===== src/rtl/seg7_scan_driver.sv =====
// Binary-to-BCD converter feeding a 4-digit multiplexed 7-segment scanner.
// The digit scan is paced by an externally generated slow_clk, sampled as async data.
module seg7_scan_driver #(
    parameter int WIDTH       = 16,
    parameter bit LZB         = 1'b1,
    parameter int SYNC_STAGES = 2
) (
    input  logic             clk,
    input  logic             rst,
    input  logic             slow_clk,
    input  logic [WIDTH-1:0] value,
    input  logic             load,
    input  logic             blank,
    output logic             busy,
    output logic             ovf,
    output logic [3:0]       an,
    output logic [6:0]       seg,
    output logic             dp
);

    localparam int NDIG_RAW = (WIDTH * 3) / 10 + 1;
    localparam int NDIG     = (NDIG_RAW < 4) ? 4 : NDIG_RAW;
    localparam int BCD_W    = 4 * NDIG;
    localparam int IW       = (WIDTH > 1) ? $clog2(WIDTH) : 1;
    localparam logic [3:0] CODE_DASH = 4'hA;

    typedef enum logic [1:0] {S_IDLE, S_SHIFT, S_DONE} state_t;

    // Active-high {g..a} pattern; any code outside 0-9 and DASH renders dark.
    function automatic logic [6:0] pattern(input logic [3:0] code);
        case (code)
            4'd0:      pattern = 7'h3F;
            4'd1:      pattern = 7'h06;
            4'd2:      pattern = 7'h5B;
            4'd3:      pattern = 7'h4F;
            4'd4:      pattern = 7'h66;
            4'd5:      pattern = 7'h6D;
            4'd6:      pattern = 7'h7D;
            4'd7:      pattern = 7'h07;
            4'd8:      pattern = 7'h7F;
            4'd9:      pattern = 7'h6F;
            CODE_DASH: pattern = 7'h40;
            default:   pattern = 7'h00;
        endcase
    endfunction

    // ---------------- slow_clk synchronizer and rising-edge detect
    logic [SYNC_STAGES-1:0] sync_q;
    logic                   edge_q;
    logic                   scan_tick;

    assign scan_tick = sync_q[SYNC_STAGES-1] & ~edge_q;

    always_ff @(posedge clk or negedge rst) begin
        if (!rst) begin
            sync_q <= '0;
            edge_q <= 1'b0;
        end else begin
            sync_q <= {sync_q[SYNC_STAGES-2:0], slow_clk};
            edge_q <= sync_q[SYNC_STAGES-1];
        end
    end

    // ---------------- double-dabble converter
    state_t           state_q;
    logic [BCD_W-1:0] bcd_q;
    logic [BCD_W-1:0] bcd_adj;
    logic [WIDTH-1:0] bin_q;
    logic [IW-1:0]    iter_q;
    logic [3:0]       dig_q [4];

    // NOTE: every signal assigned in always_comb gets a default first, so no latch is inferred.
    always_comb begin
        bcd_adj = bcd_q;
        for (int n = 0; n < NDIG; n++) begin
            if (bcd_q[4*n +: 4] >= 4'd5)
                bcd_adj[4*n +: 4] = bcd_q[4*n +: 4] + 4'd3;
        end
    end

    // NOTE: the digit registers are only four nibbles, so they take the async reset like any other state.
    always_ff @(posedge clk or negedge rst) begin
        if (!rst) begin
            state_q <= S_IDLE;
            busy    <= 1'b0;
            ovf     <= 1'b0;
            bcd_q   <= '0;
            bin_q   <= '0;
            iter_q  <= '0;
            for (int k = 0; k < 4; k++) dig_q[k] <= 4'd0;
        end else begin
            case (state_q)
                S_IDLE: begin
                    if (load) begin
                        bin_q   <= value;
                        bcd_q   <= '0;
                        iter_q  <= '0;
                        busy    <= 1'b1;
                        state_q <= S_SHIFT;
                    end
                end
                S_SHIFT: begin
                    bcd_q  <= {bcd_adj[BCD_W-2:0], bin_q[WIDTH-1]};
                    bin_q  <= {bin_q[WIDTH-2:0], 1'b0};
                    iter_q <= iter_q + 1'b1;
                    if (iter_q == IW'(WIDTH - 1))
                        state_q <= S_DONE;
                end
                S_DONE: begin
                    // Anything above the fourth BCD digit means the value exceeds 9999.
                    if ((bcd_q >> 16) != '0) begin
                        ovf <= 1'b1;
                        for (int k = 0; k < 4; k++) dig_q[k] <= CODE_DASH;
                    end else begin
                        ovf <= 1'b0;
                        for (int k = 0; k < 4; k++) dig_q[k] <= bcd_q[4*k +: 4];
                    end
                    busy    <= 1'b0;
                    state_q <= S_IDLE;
                end
                default: begin
                    busy    <= 1'b0;
                    state_q <= S_IDLE;
                end
            endcase
        end
    end

    // ---------------- scan and segment drive
    logic [1:0] idx_q;
    logic [3:0] lz;
    logic       lz_blank;

    always_comb begin
        lz    = 4'b0000;
        lz[3] = (dig_q[3] == 4'd0);
        lz[2] = lz[3] && (dig_q[2] == 4'd0);
        lz[1] = lz[2] && (dig_q[1] == 4'd0);
        lz_blank = LZB && !ovf && lz[idx_q];
    end

    always_ff @(posedge clk or negedge rst) begin
        if (!rst) begin
            idx_q <= 2'd0;
            an    <= 4'b1111;
            seg   <= 7'h7F;
        end else begin
            if (scan_tick)
                idx_q <= idx_q + 2'd1;
            an  <= blank ? 4'b1111 : ~(4'b0001 << idx_q);
            seg <= lz_blank ? 7'h7F : ~pattern(dig_q[idx_q]);
        end
    end

    assign dp = 1'b1;

endmodule

===== config.mk =====
export PLATFORM = sky130hd
export DESIGN_NAME = seg7_scan_driver
export DESIGN_NICKNAME = d
export VERILOG_FILES = /design/src/rtl/seg7_scan_driver.sv
export SDC_FILE = /design/constraint.sdc
export NUM_CORES = 1
export LEC_CHECK = 0
export BUFFER_PORTS_ARGS = -buffer_cell sky130_fd_sc_hd__buf_2
export CORE_MARGIN = 3
export CORE_UTILIZATION = 53
export CTS_BUF_LIST = sky130_fd_sc_hd__clkbuf_4 sky130_fd_sc_hd__clkbuf_8 sky130_fd_sc_hd__clkbuf_16
export DETAILED_ROUTE_END_ITERATION = 16
export PLACE_DENSITY = 0.75
export SETUP_SLACK_MARGIN = 0.1
export SYNTH_ARGS = -nofsm -noshare
export SYNTH_HDL_FRONTEND = slang
export SYNTH_SLANG_ARGS = --single-unit

===== constraint.sdc =====
create_clock -name clk -period 1.95 [get_ports clk]
set_clock_uncertainty 0.15 [all_clocks]
set_input_delay 0.2925 -clock clk [delete_from_list [all_inputs] [get_ports clk]]
set_output_delay 0.2925 -clock clk [all_outputs]
set_load 0.05 [all_outputs]

# == After elaboration in Yosys (flattened, before gate mapping) ==
# Memory sizes are Yosys's and may differ from the RTL's.
# Index checks and enable logic that the tools add are counted.
# totals
regBits,76
memories,1
rom_bits,112
out_inout_bits,14
# classes
eq_ne,5
shift,1
n_lt_le_gt_ge,7
n_bitwise,6
mux,25
addsub,7
reduce_logical,13
# memory_table
name,depth,width,rd,rd_clocked_by_memory_dff,wr,line_no,source
(no name shown),16,7,1,0,0,31,case (code)
# ops
op,count
$pmux 20 s2,1
$mux 16,2
$mux 4,8
$pmux 16 s2,1
$ge 4x3->1 const B,5
$mux 20,1
$reduce_bool 20->1,1
$add 4x2->4 const B,4
$logic_not 4->1,3
$bmux 4 s2,1
$pmux 4 s2,1
$mux 7,1
$not 7->7,1
$reduce_and 2->1,3
$add 4x1->4 const B,1
$eq 4x4->1 const B,1
$mux 2,2
$ne 2x2->1 const B,2
$not 4->4,1
$pmux 2 s2,1
$shl 1x2->4 const A,1
$add 3x2->3 const B,1
$ge 3x3->1 const B,1
$logic_and 1x1->1,3
other kinds (14),17

# == Longest topological paths before layout ==
# Gate-level depths: netlist of the first run.
# logic_depth
word_depth,7
depth_mapped,7
ltp_nobuf,6

# == Worst setup path before layout of the first run ==
# Ideal clock, no wire load.
# synth_path
path_type,register to register
start,register idx_q[0]
end,register seg[3]
path_stages_with_launch,8
setup_slack_ns,0.106
setup_ns,0.072
synth_period_minus_slack_ns,1.844
path_buffers,1
arrival_ns,1.621
path_cell_list,dfrtp_1 buf_6 mux4_2 inv_1 ha_1 inv_1 mux2i_1 o21ai_1
# synth_between
elab_chain_len,7
word_cells_on_any_way,10
# synth_lines
element,line_no,source
"start, declared",130,logic [1:0] idx_q;
"start signal, assigned",149,idx_q <= idx_q + 2'd1;
$not 2->3 (not written as such),151,seg <= lz_blank ? 7'h7F : ~pattern(dig_q[idx_q]);
$bmux 4 s2,151,
$mux 4 (not written as such) (2 in series),151,
$mem_v2 16x7,-,
$not 7->7,151,
$mux 7 (*),151,
"end signal, assigned",151,
"end, declared",17,"output logic [6:0] seg,"
# Every way passes the cells marked *; elsewhere a longest branch is shown, timed or not. The select of a mux whose other input is x is not followed.
# A chain may end at the register's enable or synchronous reset.

# == Final worst setup path of the first run ==
# Same ends and word-level chain as after synthesis.

==> results.sh, run 1 <==
export IMPL_stdcell_area_mm2=0.00444
export IMPL_power_internal_w=0.00446
export IMPL_synth_edf_count=0
export IMPL_holdWs_ps=15.1
export IMPL_ys_flop_type="dfrtp_1"
export IMPL_seqPwrFrac=0.364
export IMPL_irDropWorstVdd_uv=963
export IMPL_num_vias=2885
export IMPL_synth_area_per_cell_um2=10.3
export IMPL_required_ps=2070
export IMPL_syn_area_mm2=0.00379
export IMPL_final_cell_mix="dfrtp_1, nand2_1, a21oi_1, buf_2, o21ai_0"
export IMPL_rsz0062_at_grt="yes"
export IMPL_port_buffers=33
export IMPL_leakage_nw=1.99
export IMPL_clock_sinks=76
export IMPL_placed_area_mm2=0.00413
export IMPL_worstSetupPathType="reg -> reg"
export IMPL_globalplace_congestion=0.809
export IMPL_ys_async_sr_fraction=1.00
export IMPL_drive_above_1_share=0.243
export IMPL_drt_total_wl_um=7850
export IMPL_ys_types=40
export IMPL_status="completed"
export IMPL_switchingPower_w=0.00313
export IMPL_clockBufferDepth=2
export IMPL_cts_root_buffer="clkbuf_8"
export IMPL_layout_commonest_cell="dfrtp_1"
export IMPL_grt_pass1_vias=2848
export IMPL_fin_nets=456
export IMPL_drt_iter0_drc=179
export IMPL_core_area_mm2=0.00687
export IMPL_synth_top_area_cell="dfrtp_1"
export IMPL_slew_headroom=0.556
export IMPL_via_per_inst=5.60
export IMPL_syn_inst=368
export IMPL_max_cap_viol_count=0
export IMPL_timing_final_crit_share=0.932
export IMPL_yosys_warnings=0
export IMPL_total_power_w=0.00760
export IMPL_row_count=30
export IMPL_die_area_mm2=0.00820
export IMPL_critPathMaxFanout=5
export IMPL_wl_per_cell_um=15.2
export IMPL_report_final_slew_viol_count=0
export IMPL_antenna_found_initial=0
export IMPL_fill_cells=568
export IMPL_cts_buffers=9
export IMPL_p_per_area_mw_per_mm2=1710
export IMPL_startpoint_type="register"
export IMPL_synth_nets=410
export IMPL_layout_cells_non_filler=515
export IMPL_gr_total_overflow=0
export IMPL_clock_fmax_mhz=550
export IMPL_n_antenna_cell=0
export IMPL_drt_pass1_iterations=4
export IMPL_synth_ff_latch_count=76
export IMPL_finalHoldViolations=0
export IMPL_end_kind="register"
export IMPL_finalSetupViolCount=0
export IMPL_tns_ps=0
export IMPL_ios=35
export IMPL_cts_tree="done"
export IMPL_grt_use_total=0.197
export IMPL_clk_latency_ps=350
export IMPL_start_util=0.552
export IMPL_synthTopCellsByArea="dfrtp_1, dfstp_2, ha_1"
export IMPL_drc=0
export IMPL_area_growth_pct=17.0
export IMPL_htreeDepth=3
export IMPL_power_frac_comb=0.470
export IMPL_swShare=0.412
export IMPL_tightest_slew_ps=663
export IMPL_grt_max_degree=77
export IMPL_cp_arrival_ps=1940
export IMPL_placed_cells=494
export IMPL_min_period_ps=1820
export IMPL_hp_class="in -> reg"
export IMPL_pwr_share_clk=0.166
export IMPL_postRouteAntennaNets=0
export IMPL_die_w_um=90.6
export IMPL_hpwl_um=5240
export IMPL_path_clk_slew_ps=90
export IMPL_yosysTopAreaCellShare=0.429
export IMPL_ys_seq_area_frac=0.505
export IMPL_grt_pass1_wl_um=13200
export IMPL_fp_dieH_um=90.6
-- worst max-delay path: stages, from the launching register on --
cell     delay [ps]
dfrtp_2         430
mux4_2          620
inv_4           120
ha_4            210
inv_2            40
mux2i_1          50
o21ai_1         140
-- worst paths after layout --
| path | startpoint | to | slack, ps | cells after the start |
|---|---|---|---|---|
| setup / recovery | idx_q[0] | seg[3] | 130 | 6 |
| hold / removal | blank | an[2] | 20 | 2 |
| setup reg to reg | idx_q[0] | seg[3] | 130 | 6 |
| hold reg to reg | sync_q[0] | sync_q[1] | 210 | 0 |
| max in group asynchronous | rst | an[0] | 960 | 3 |
| min in group asynchronous | rst | ovf | 360 | 3 |
-- layout make-up --
type	instances	area (um2)	area share
well taps	96	120	0.0271
multi-input cells	257	1770	0.400
flip-flops and latches	76	1920	0.432
inverters	16	65.1	0.0147
clock buffers	10	138	0.0310
clock inverters	6	70.1	0.0158
repair buffers	54	353	0.0795
-- flip-flops by register name, indices dropped and copies added (netlist names) --
register and count:
state_q 2, iter_q 4, idx_q 2, busy 1
bin_q 16, seg 7, an 4, sync_q 2
ovf 1, dig_q 16, edge_q 1, bcd_q 20
-- Yosys cell counts (all sizes together), types with 2 or more instances --
cell type / instances
nand2b: 11
o21ai: 32
nand2: 47
a22oi: 15
or4: 2
nor2b: 18
o22ai: 5
nand3: 5
dfstp: 11
xor2: 4
mux2i: 5
nor2: 11
o211ai: 4
o31ai: 5
o32ai: 4
xnor2: 7
ha: 21
a32o: 5
a22o: 3
a21oi: 35
dfrtp: 65
mux4: 4
inv: 16
buf: 8
clkbuf: 12
mux2: 4
-- power groups by stage --
| stage | combinational (W) | clock (W) | sequential (W) |
|---|---|---|---|
| after floorplan | 0.00230 | 0 | 0.00301 |
| after global placement | 0.00330 | 0 | 0.00274 |
| after detailed placement | 0.00344 | 0 | 0.00276 |
| after CTS | 0.00349 | 0.00128 | 0.00273 |
| after global routing | 0.00398 | 0.00136 | 0.00285 |
| final | 0.00357 | 0.00126 | 0.00277 |
-- cell families after synthesis --
logic type / Yosys count / synth area share
AO/OA/AOI/OAI: 112 / 0.186
XOR/XNOR: 11 / 0.0254
adder cells (fa/ha/maj): 21 / 0.0693
buffers and inverters: 36 / 0.0419
flip-flops: 76 / 0.505
multiplexers: 13 / 0.0489
other: 1 / 0.000989
AND/OR/NAND/NOR: 98 / 0.122
-- layer usage --
layer / routed length, um / track usage / share of wire
met4: 138 / 0.0944 / 0.018
met1: 3660 / 0.272 / 0.47
met3: 291 / 0.0308 / 0.037
met5: 0 / 0 / 0
met2: 3760 / 0.307 / 0.48
-- metrics by stage --
step,utilization,worst slack [ps]
6_report,0.646,133
4_1_cts,0.637,103
2_1_floorplan,-,106
3_3_place_gp,0.601,84.4
3_5_place_dp,0.601,13.4
5_1_grt,0.646,84.3
-- timing repair --
action | CTS | global route
gates resized for setup | 1 | 14
pin swaps | 0 | 3
buffers inserted | 2 | 0
hold endpoints to repair | 66 | 0
hold buffers | 2 | 0
endpoints found under the setup margin | 3 | 25
gates cloned | 0 | 1
No activity file was read; power rests on OpenSTA's default activity.
==> inputs of run 2 (changes only) <==
- CORE_UTILIZATION: 53 -> 60
- PLACE_DENSITY: 0.75 -> 0.8
- SETUP_SLACK_MARGIN: 0.1 -> 0.5
- clock period: 1.95 -> 2.29 ns (I/O delays scaled with it)
==> results.sh, run 2 (synthesis gave the netlist of run 1 again) <==
export IMPL_status="completed"
export IMPL_path_clk_slew_ps=80
export IMPL_worst_slack_ps=393
export IMPL_globalplace_congestion=0.784
export IMPL_gr_usage_met3=0.0379
export IMPL_clockBufferDepth=2
export IMPL_report_final_slew_viol_count=0
export IMPL_grt_use_total=0.222
export IMPL_wl_per_cell_um=16.0
export IMPL_grt_pass1_vias=2733
export IMPL_n_antenna_cell=0
export IMPL_finalSetupViolCount=0
export IMPL_cts_root_buffer="clkbuf_8"
export IMPL_p_per_area_mw_per_mm2=1460
export IMPL_num_vias=2875
export IMPL_cp_arrival_ps=2010
export IMPL_drc=0
export IMPL_fp_dieH_um=85.5
export IMPL_min_period_ps=1900
export IMPL_die_w_um=85.5
export IMPL_tns_ps=0
export IMPL_hpwl_um=4950
export IMPL_leakage_nw=1.98
export IMPL_grtUsageMet1=0.303
export IMPL_drt_pass1_iterations=5
export IMPL_clock_fmax_mhz=527
export IMPL_fin_nets=457
export IMPL_critPathMaxFanout=6
export IMPL_final_cell_mix="dfrtp_1, nand2_1, buf_2"
export IMPL_layout_cells_non_filler=495
export IMPL_via_per_inst=5.81
export IMPL_postRouteAntennaNets=0
export IMPL_max_cap_viol_count=0
export IMPL_row_count=28
export IMPL_total_power_w=0.00649
export IMPL_clock_sinks=76
export IMPL_worstSetupPathType="reg -> reg"
export IMPL_port_buffers=33
export IMPL_required_ps=2410
export IMPL_tightest_slew_ps=738
export IMPL_placed_area_mm2=0.00407
export IMPL_htreeDepth=3
export IMPL_core_area_mm2=0.00603
export IMPL_ios=35
export IMPL_startpoint_type="register"
export IMPL_antenna_found_initial=0
export IMPL_multi_input_area_mm2=0.00180
export IMPL_rsz0062_at_grt="yes"
export IMPL_finalHoldViolations=0
export IMPL_regMostFlops="bcd_q"
export IMPL_clk_latency_ps=340
export IMPL_met2_usage=0.347
export IMPL_largest_register_ffs=20
export IMPL_die_area_mm2=0.00731
export IMPL_seqCellArea_mm2=0.00192
export IMPL_stdcell_area_mm2=0.00444
export IMPL_drt_iter0_drc=212
export IMPL_hp_class="in -> reg"
export IMPL_drt_total_wl_um=7910
export IMPL_grt_busiest_layer="met2"
export IMPL_end_kind="register"
export IMPL_fill_cells=409
export IMPL_cts_buffers=9
export IMPL_gr_total_overflow=0
export IMPL_grt_pass1_wl_um=12800
export IMPL_area_growth_pct=17.2
export IMPL_cts_tree="done"
export IMPL_start_util=0.629
export IMPL_pre_cts_ws_ps=301
export IMPL_slew_headroom=0.508
export IMPL_top_regs="bcd_q: 20 flops, bin_q: 16 flops, dig_q: 16 flops"
export IMPL_irDropWorstVdd_uv=944
export IMPL_timing_final_crit_share=0.828
export IMPL_layout_commonest_cell="dfrtp_1"
export IMPL_placed_cells=467
export IMPL_drive_above_1_share=0.262
export IMPL_grt_max_degree=77
run 2: cell count changes in the layout (fill, tap and decap cells not counted), sizes merged:
cell | before | now
clkinvlp | 0 | 2
inv | 18 | 16
buf | 52 | 54
mux4 | 5 | 4
run 2: timing repair:
action | in CTS | in global routing
resized for setup | 9 | 12
hold endpoints to repair | 66 | 0
setup buffers | 5 | 5
pin swaps | 2 | 6
setup endpoints to repair | 10 | 12
hold buffers | 2 | 0
run 2: final cells by class:
type	count	share of cell area
clock inverters	6	0.0144
flip-flops and latches	76	0.432
clock buffers	10	0.0310
repair buffers	56	0.0826
well taps	75	0.0211
multi-input cells	256	0.405
inverters	16	0.0147
run 2: worst max-delay path: stages (launching register included):
cell and delay [ps]:
dfrtp_2 460, mux4_2 600, inv_4 120, ha_4 210
inv_2 50, mux2i_1 80, o21ai_1 160
run 2: final timing paths:
kind	from	to	slack [ps]	cells after the start
worst max-delay path	idx_q[0]	seg[3]	390	6
max in group asynchronous	rst	seg[3]	1250	3
min in group asynchronous	rst	ovf	420	3
worst min register to register	sync_q[0]	sync_q[1]	210	0
worst min-delay path	blank	an[0]	70	2
worst max register to register	idx_q[0]	seg[3]	390	6
run 2: metrics by stage:
step           hold slack [ps]   util
2_1_floorplan             -102      -
3_3_place_gp               190  0.676
3_5_place_dp               198  0.676
4_1_cts                   68.1  0.724
5_1_grt                   66.4  0.737
6_report                  75.0  0.737
run 2: routing by layer:
layer  share of wire  routed length (um)
met2            0.49                3890
met4           0.020                 157
met5               0                   0
met1            0.45                3590
met3           0.035                 273
run 2: power breakdown:
part / internal [W] / switching [W] / total (W)
Clock: 0.000531 / 0.000495 / 0.00103
Sequential: 0.00193 / 0.000434 / 0.00236
Combinational: 0.00135 / 0.00175 / 0.00310
Total: 0.00381 / 0.00268 / 0.00649
